--- config.mk ---
export PLATFORM = sky130hd
export DESIGN_NAME = voice_mixer
export DESIGN_NICKNAME = d
export VERILOG_FILES = /design/src/rtl/mixer_pkg.sv /design/src/rtl/saturate.sv /design/src/rtl/voice_mixer.sv
export VERILOG_INCLUDE_DIRS = /design/src /design/src/rtl
export SDC_FILE = /design/constraint.sdc
export NUM_CORES = 1
export LEC_CHECK = 0
export CORE_MARGIN = 2
export CORE_UTILIZATION = 34
export DETAILED_ROUTE_END_ITERATION = 7
export PLACE_DENSITY = 0.61
export SYNTH_ARGS = -nofsm -noshare
export SYNTH_HDL_FRONTEND = slang
export SYNTH_SLANG_ARGS = --single-unit
--- constraint.sdc ---
create_clock -name clk -period 43.4 [get_ports clk]
set_clock_uncertainty 0.1 [all_clocks]
set_input_delay 8.68 -clock clk [delete_from_list [all_inputs] [get_ports clk]]
set_output_delay 8.68 -clock clk [all_outputs]
set_load 0.01 [all_outputs]
--- src/rtl/constants.svh ---
// rtl/constants.svh - shared audio sample width and fixed-point constants
`ifndef CONSTANTS_SVH
`define CONSTANTS_SVH

`define SAMPLE_WIDTH 16
`define FIXED_POINT  8

`endif

--- src/rtl/mixer_pkg.sv ---
// rtl/mixer_pkg.sv - shared types and constants for the voice mixer
package mixer_pkg;

    typedef enum logic [1:0] {
        IDLE  = 2'd0,
        ACCUM = 2'd1,
        SCALE = 2'd2,
        EMIT  = 2'd3
    } mixer_state_t;

    localparam int MIXER_VOLUME_UNITY = 256;

    // Accumulator width that cannot overflow when summing n_voices inputs of in_w bits
    function automatic int mixer_acc_width(input int in_w, input int n_voices);
        return in_w + $clog2(n_voices) + 1;
    endfunction

endpackage

--- src/rtl/saturate.sv ---
// rtl/saturate.sv - signed saturation from IN_W bits down to OUT_W bits
module saturate #(
    parameter int IN_W  = 32,
    parameter int OUT_W = 16
) (
    input  logic signed [IN_W-1:0]  din,
    output logic signed [OUT_W-1:0] dout
);

    localparam longint MAX_L = (longint'(1) <<< (OUT_W - 1)) - 1;
    localparam logic signed [IN_W-1:0] MAX_V = IN_W'(MAX_L);
    localparam logic signed [IN_W-1:0] MIN_V = IN_W'(-MAX_L - 1);

    // Clamp out-of-range values, otherwise pass the low bits through unchanged
    always_comb begin
        dout = din[OUT_W-1:0];
        if (din > MAX_V) begin
            dout = MAX_V[OUT_W-1:0];
        end else if (din < MIN_V) begin
            dout = MIN_V[OUT_W-1:0];
        end
    end

endmodule

--- src/rtl/voice_mixer.sv ---
// rtl/voice_mixer.sv - sums enabled voices, applies master volume, saturates and hands off one sample per tick
`include "constants.svh"

module voice_mixer
    import mixer_pkg::*;
#(
    parameter int N_VOICES  = 16,
    parameter int IN_WIDTH  = `SAMPLE_WIDTH + `FIXED_POINT,
    parameter int OUT_WIDTH = `SAMPLE_WIDTH
) (
    input  logic                        clk,
    input  logic                        rst,
    input  logic                        sample_tick,
    input  logic signed [IN_WIDTH-1:0]  voices [N_VOICES],
    input  logic [N_VOICES-1:0]         voice_enable,
    input  logic [8:0]                  master_volume,
    output logic signed [OUT_WIDTH-1:0] sample_out,
    output logic                        sample_valid,
    input  logic                        sample_ready,
    output logic                        busy,
    output logic                        overrun
);

    localparam int IDX_W  = (N_VOICES > 1) ? $clog2(N_VOICES) : 1;
    localparam int ACC_W  = mixer_acc_width(IN_WIDTH, N_VOICES);
    localparam int PROD_W = ACC_W + 10;
    localparam int SHIFT  = 8 + `FIXED_POINT;
    localparam logic [IDX_W-1:0] LAST_IDX = IDX_W'(N_VOICES - 1);

    mixer_state_t state, next_state;

    logic signed [IN_WIDTH-1:0]  voice_snap [N_VOICES];
    logic [N_VOICES-1:0]         enable_snap;
    logic [8:0]                  volume_snap;
    logic signed [ACC_W-1:0]     acc;
    logic signed [ACC_W-1:0]     addend;
    logic [IDX_W-1:0]            idx;
    logic signed [PROD_W-1:0]    product;
    logic signed [PROD_W-1:0]    scaled;
    logic signed [OUT_WIDTH-1:0] sat_out;

    logic start;
    assign start = (state == IDLE) && sample_tick;
    assign busy  = (state != IDLE);

    // State register
    always_ff @(posedge clk) begin
        if (rst) begin
            state <= IDLE;
        end else begin
            state <= next_state;
        end
    end

    // Next-state logic: one pass of ACCUM per voice, then a cycle each for SCALE and EMIT
    always_comb begin
        next_state = state;
        case (state)
            IDLE:    if (sample_tick) next_state = ACCUM;
            ACCUM:   if (idx == LAST_IDX) next_state = SCALE;
            SCALE:   next_state = EMIT;
            EMIT:    next_state = IDLE;
            default: next_state = IDLE;
        endcase
    end

    // Capture inputs at the start of a sample so later input changes cannot disturb it
    always_ff @(posedge clk) begin
        if (start && !rst) begin
            voice_snap  <= voices;
            enable_snap <= voice_enable;
            volume_snap <= master_volume;
        end
    end

    // Disabled voices contribute zero; sign-extend enabled ones to the accumulator width
    always_comb begin
        addend = '0;
        if (enable_snap[idx]) begin
            addend = ACC_W'(voice_snap[idx]);
        end
    end

    // Volume is unsigned, so a zero sign bit is prepended before the signed multiply
    assign product = PROD_W'(acc) * PROD_W'($signed({1'b0, volume_snap}));

    // Accumulate voices and scale the sum
    always_ff @(posedge clk) begin
        if (rst) begin
            acc    <= '0;
            idx    <= '0;
            scaled <= '0;
        end else begin
            if (start) begin
                acc <= '0;
                idx <= '0;
            end
            if (state == ACCUM) begin
                acc <= acc + addend;
                idx <= (idx == LAST_IDX) ? '0 : idx + 1'b1;
            end
            if (state == SCALE) begin
                scaled <= product >>> SHIFT;
            end
        end
    end

    saturate #(
        .IN_W  (PROD_W),
        .OUT_W (OUT_WIDTH)
    ) u_saturate (
        .din  (scaled),
        .dout (sat_out)
    );

    // Output handoff: a new sample wins over a pending one; overrun is sticky until reset
    always_ff @(posedge clk) begin
        if (rst) begin
            sample_out   <= '0;
            sample_valid <= 1'b0;
            overrun      <= 1'b0;
        end else begin
            if (state == EMIT) begin
                sample_out   <= sat_out;
                sample_valid <= 1'b1;
                if (sample_valid && !sample_ready) begin
                    overrun <= 1'b1;
                end
            end else if (sample_valid && sample_ready) begin
                sample_valid <= 1'b0;
            end
            if (sample_tick && busy) begin
                overrun <= 1'b1;
            end
        end
    end

endmodule

==> results of run 1 <==
-- synth_stat cells, drive strengths merged (49+ instances only) --
library cell    n  share of area, %
edfxtp        409                44
inv           264               3.5
fa            213                15
nand2         179               2.4
mux4          123               9.9
ha            115               5.1
and2          112               2.5
clkbuf         87               1.2
dfxtp          76               5.4
nor2           70              0.93
a21oi          65               1.2
o21ai          49              0.88
-- worst max-delay path: cells and delay by family --
family,cells,cell delay [ps]
and+or+nand+nor,1,150
buffers and inverters,4,2080
-- kinds of logic (layout without fill, tap and decap cells) --
family | Yosys count | after routing | share of synthesized area (%)
flip-flops | 485 | 485 | 48.95
XOR/XNOR | 42 | 42 | 1.305
AND/OR/NAND/NOR | 485 | 485 | 8.556
AO/OA/AOI/OAI | 231 | 231 | 5.334
adder cells (fa/ha/maj) | 328 | 328 | 20.23
buffers and inverters | 370 | 811 | 5.045
other | 0 | 5 | 0
multiplexers | 143 | 143 | 10.58
-- layer usage --
metal,routed length [um],global-route usage [%],vias to the layer above,part of all wire [%]
li1,-,-,8094,-
met1,27430,19.74,8990,38
met2,38890,31.80,541,54
met3,4489,3.981,124,6.2
met4,1612,4.451,30,2.2
met5,192,0,-,0.26
-- final cells by class --
cell class	count	area share, %
diodes	5	0.03550
repair buffers	453	12.73
inverters	264	2.812
well taps	1070	3.799
clock buffers	62	3.799
clock inverters	32	0.8130
multi-input cells	1229	36.82
flip-flops and latches	485	39.19
-- flip-flops by register name, summed over array words and instances (netlist names) --
register / count
voice_snap: 384
acc: 29
scaled: 23
enable_snap: 16
sample_out: 16
volume_snap: 9
idx: 4
state: 2
overrun: 1
sample_valid: 1
-- stage by stage --
| stage | instance area, um2 | hold WS, ps |
|---|---|---|
| CTS | 35230 | 374.6 |
| global placement | 33600 | 356.9 |
| global route | 35240 | 388.4 |
| detailed placement | 33600 | 365.9 |
| floorplan | 28200 | 319.9 |
| finish | 35240 | 372.7 |
-- how the worst min path moves through the flow --
stage / to / cells past startpoint / slack (ps) / startpoint
global route: sample_out[11]$_SDFFE_PP0P_ / 2 / 390 / sample_out[11]$_SDFFE_PP0P_
finish: sample_out[2]$_SDFFE_PP0P_ / 2 / 370 / sample_out[2]$_SDFFE_PP0P_
detailed placement: sample_out[4]$_SDFFE_PP0P_ / 2 / 370 / sample_out[4]$_SDFFE_PP0P_
global placement: scaled[2]$_SDFFE_PP0P_ / 2 / 360 / scaled[2]$_SDFFE_PP0P_
CTS: sample_out[4]$_SDFFE_PP0P_ / 2 / 370 / sample_out[4]$_SDFFE_PP0P_
floorplan: scaled[2]$_SDFFE_PP0P_ / 2 / 320 / scaled[2]$_SDFFE_PP0P_
-- report_power, final --
group	total (mW)	internal (mW)	switching [mW]	leakage, nW
Combinational	0.813	0.362	0.451	8.59
Clock	0.423	0.239	0.184	0.781
Sequential	0.653	0.593	0.0606	4.40
==> run summary, run 1 <==
Cts hold-fix bufs: 0
Crit path from: sample_tick
Reg2Reg Depth: 20
Drt via density: 4.939
Die Wd: 292.0 um
Die span in y: 292.0 um
Synth warnings: 0
Main synth FF type: edfxtp_1
Outcome: complete, no violations
Worst Setup EP: voice_snap[315]$_DFFE_PP_
Tcrit/Tclk final: 25.59%
Relative max-transition margin: 29.08%
Post-synth net total: 2825
Critical path launch point type: input pin
Yosys reg bits: 485
Latest clock arrival within the worst-skew pair: 600 ps
Total chip power: 1.889 mW
FFs w/ async S/R, synth: 0%
Crit-path slowest cell: buf_12
Total track usage: 17.14%
Most frequent cells in the layout: 430 x clkdlybuf4s50_1, 409 x edfxtp_1, 264 x inv_1, 213 x fa_1, 179 x nand2_1
Core Box Area: 82110 um2
TritonCTS clock tree: built
Critical path class: in -> reg
Part of the Yosys area used for sequential elements: 48.95%
Worst Path Max Fanout: 188
Die area: 85250 um2
Worst path cell trace: clkdlybuf4s50_1 > inv_1 > nor3_2 > buf_4 > buf_12
Site row count: 105
Largest net degree at the start of global routing: 189
Fin util: 42.92%
Drt total wl: 72.62 mm
DP Cell Count: 3501
CP required: 43490 ps
Detailed Routing Iterations Pass 1: 5
Worst vdd ir: 0.03457 mV
Port bufs: 431
Reg2reg end: scaled[16]$_SDFFE_PP0P_
Most common cell after layout, fill and taps aside: clkdlybuf4s50_1
Io pins: 432
Worst r2r src: volume_snap[4]$_DFFE_PP_
Total global routing overflow: 0
Num Clock Sinks: 485
Critical Path AT: 11200 ps
Worst-path clk slew: 60 ps
Fmax: 90.06 MHz
Final setup TNS: 0 ps
Number of synthesized flops with an enable pin: 409
Antenna violations before repair: 22
RD Place Congestion: 0.8466
Post-CTS Repair Setup Buffers: 0
Crit end category: register
DR DRC count: 0
Num CTS Buffers: 51
Slew @ Worst Pin: 1064 ps
Power density over the cells: 53.60 nW/um2
Number of nets in the layout: 3225
# resized after CTS: 0
Area of the multi-input gates: 12970 um2
Final setup viols: 0
Post-DRT Antenna Nets: 0
Register area: 13810 um2
Final hold vios: 0
# H-tree levels: 2
Post-route non-filler standard cell count: 3600
Worst reg2reg setup slack: 36930 ps
Total leakage power: 13.77 nW
Max-cap viol count: 0
Layout cells sized above 1: 9.347%
Post-DP HPWL: 55.20 mm
Mean Syn Cell Area: 13.53 um2
Tmin final: 11100 ps
Clock Tree Root: clkbuf_16
Pre-CTS setup slack: 31630 ps
Mapped Cells: 2084
Critical Path Max Stage Delay: 730 ps
Layout area overhead: 24.99%
Synthesized cell area: 28200 um2
RSZ-0062 raised after global routing: false
Via count: 17.78k
Final Worst Setup Slack: 32300 ps
Initial drt markers: 810
Worst Hold Class: reg -> reg
Fillers: 7349
First-pass GRT wire length: 112.5 mm
Number of slew-limit violations in the final report: 0
Vias in the first global route: 19.62k
Clk buf depth: 3
Synth cell types: 69
WL/cell: 20.17 um
Initial core utilization: 34.34%
(Power assumes the default switching activity.)
==> inputs of run 2 (changes only) <==
- clock period: 43.4 -> 10.65 ns (I/O delays scaled with it)
==> run summary, run 2 (synthesized netlist as in run 1, its figures left out) <==
Internal power: 5.017 mW
Worst reg2reg setup slack: 3880 ps
Clk buf depth: 3
Drt total wl: 72.00 mm
Post-DRT Antenna Nets: 0
Latest clock arrival within the worst-skew pair: 610 ps
First-pass GRT wire length: 112.7 mm
Cts hold-fix bufs: 0
Via count: 17.75k
Pre-CTS setup slack: 3939 ps
Buf/Inv on CP: 3
RD Place Congestion: 0.8409
Worst-path clk slew: 60 ps
Critical Path Max Stage Delay: 1140 ps
Flop pwr share: 34.0%
Post-CTS Repair Setup Buffers: 0
Num CTS Buffers: 53
Io pins: 432
Number of slew-limit violations in the final report: 0
Critical Path AT: 7130 ps
Antenna violations before repair: 15
Site row count: 105
Worst Hold Class: reg -> reg
CP required: 11010 ps
Largest net degree at the start of global routing: 193
Final hold vios: 0
Post-DP HPWL: 55.01 mm
Tmin final: 6771 ps
RSZ-0062 raised after global routing: false
DR DRC count: 0
Sw Ratio: 36.10%
Number of nets in the layout: 3223
Top flop regs: voice_snap (384), acc (29), scaled (23)
# H-tree levels: 2
Worst Path Max Fanout: 29
Drt via density: 4.923
Detailed Routing Iterations Pass 1: 6
Die Wd: 292.0 um
Fmax: 147.7 MHz
Tcrit/Tclk final: 63.58%
Total track usage: 17.07%
Clk pwr share: 24.2%
Core Box Area: 82110 um2
Worst vdd ir: 0.1509 mV
Fin util: 43.15%
Cell area after layout: 35430 um2
Hold_sp: sample_out[9]$_SDFFE_PP0P_
Worst hold slack: 368.8 ps
Worst path cell trace: nand2_1 > fa_1 > inv_1 > fa_1 > fa_1 > fa_1 > inv_1 > fa_1 > inv_1 > ha_1 > a21o_1 > a221oi_1 > o21ai_0 > a21oi_1 > o22ai_1 > a221o_1 > a311oi_1 > nor4b_1 > a211o_1
Max-cap viol count: 0
Max reg flops: 384
Most common cell after layout, fill and taps aside: clkdlybuf4s50_1
Layout area overhead: 25.66%
Critical path launch point type: register
Initial core utilization: 34.34%
Relative max-transition margin: 20.24%
# resized after CTS: 0
Crit-path slowest cell: edfxtp_1
Placement Cell Area: 33590 um2
TritonCTS clock tree: built
Slew @ Worst Pin: 1196 ps
Critical path class: reg -> reg
WL/cell: 19.97 um
Register area: 13810 um2
Most flop-heavy register: voice_snap
Reg2Reg Depth: 19
Vias in the first global route: 19.59k
Die area: 85250 um2
Most used cell, CP: fa_1
Outcome: complete, no violations
Reg2reg end: scaled[18]$_SDFFE_PP0P_
Switching Power: 2.835 mW
Port bufs: 431
Power density over the cells: 221.6 nW/um2
Final setup viols: 0
Total leakage power: 13.86 nW
Most frequent cells in the layout: 430 x clkdlybuf4s50_1, 409 x edfxtp_1, 264 x inv_1, 213 x fa_1, 179 x nand2_1
Final setup TNS: 0 ps
Final Worst Setup Slack: 3879 ps
Clock Tree Root: clkbuf_16
Num Clock Sinks: 485
Worst r2r src: volume_snap[4]$_DFFE_PP_
Total global routing overflow: 0
Initial drt markers: 986
Min-Delay Endpoint: sample_out[9]$_SDFFE_PP0P_
Area of the multi-input gates: 12980 um2
Fillers: 7317
Combinational Power Share: 41.8%
Hold path depth: 2
Crit end category: register
Die span in y: 292.0 um
CP delay by family, top: adder cells
Layout cells sized above 1: 9.616%
-- run 2: layout make-up --
class,instances,share of cell area (%)
inverters,264,2.797
multi-input cells,1229,36.64
repair buffers,449,12.61
flip-flops and latches,485,38.99
well taps,1070,3.779
diodes,8,0.05650
clock buffers,60,3.818
clock inverters,40,1.310
-- run 2: stage by stage --
step	instances	power [mW]
2_1_floorplan	2084	5.125
3_3_place_gp	3497	5.925
3_5_place_dp	3497	6.021
4_1_cts	3597	7.972
5_1_grt	3601	8.470
6_report	3605	7.852
-- run 2: worst register-to-register path, cell delays in order (launching register included) --
cell and delay, ps:
edfxtp_1 1140, nand2_1 220, fa_1 590, inv_1 60, fa_1 550, fa_1 430, fa_1 500, inv_1 50
fa_1 480, inv_1 40, ha_1 330, a21o_1 230, a221oi_1 280, o21ai_0 180, a21oi_1 170, o22ai_1 210
a221o_1 380, a311oi_1 360, nor4b_1 100, a211o_1 240
-- run 2: how the worst max path moves through the flow --
| stage | from | to | slack [ps] | depth (start not counted) |
|---|---|---|---|---|
| floorplan | rst | enable_snap[0]$_DFFE_PP_ | -2010 | 3 |
| global placement | volume_snap[4]$_DFFE_PP_ | scaled[18]$_SDFFE_PP0P_ | 4140 | 19 |
| detailed placement | volume_snap[4]$_DFFE_PP_ | scaled[18]$_SDFFE_PP0P_ | 3940 | 19 |
| CTS | volume_snap[4]$_DFFE_PP_ | scaled[18]$_SDFFE_PP0P_ | 3900 | 19 |
| global route | volume_snap[4]$_DFFE_PP_ | scaled[21]$_SDFFE_PP0P_ | 3390 | 19 |
| finish | volume_snap[4]$_DFFE_PP_ | scaled[18]$_SDFFE_PP0P_ | 3880 | 19 |
-- run 2: per-layer routing --
| metal | track usage [%] | part of all wire (%) | up-vias |
|---|---|---|---|
| met3 | 4.285 | 6.6 | 103 |
| met4 | 4.224 | 2.0 | 16 |
| met5 | 0 | 0.14 | - |
| met1 | 20.09 | 39 | 9002 |
| met2 | 31.02 | 53 | 510 |
| li1 | - | - | 8116 |
-- run 2: power groups by stage --
| stage | Clock (mW) | Combinational (mW) | Sequential [mW] |
|---|---|---|---|
| after global placement | 0 | 3.23 | 2.70 |
| after CTS | 1.95 | 3.35 | 2.68 |
| after detailed placement | 0 | 3.31 | 2.71 |
| after global routing | 2.03 | 3.73 | 2.71 |
| after floorplan | 0 | 2.52 | 2.60 |
| final | 1.90 | 3.28 | 2.67 |
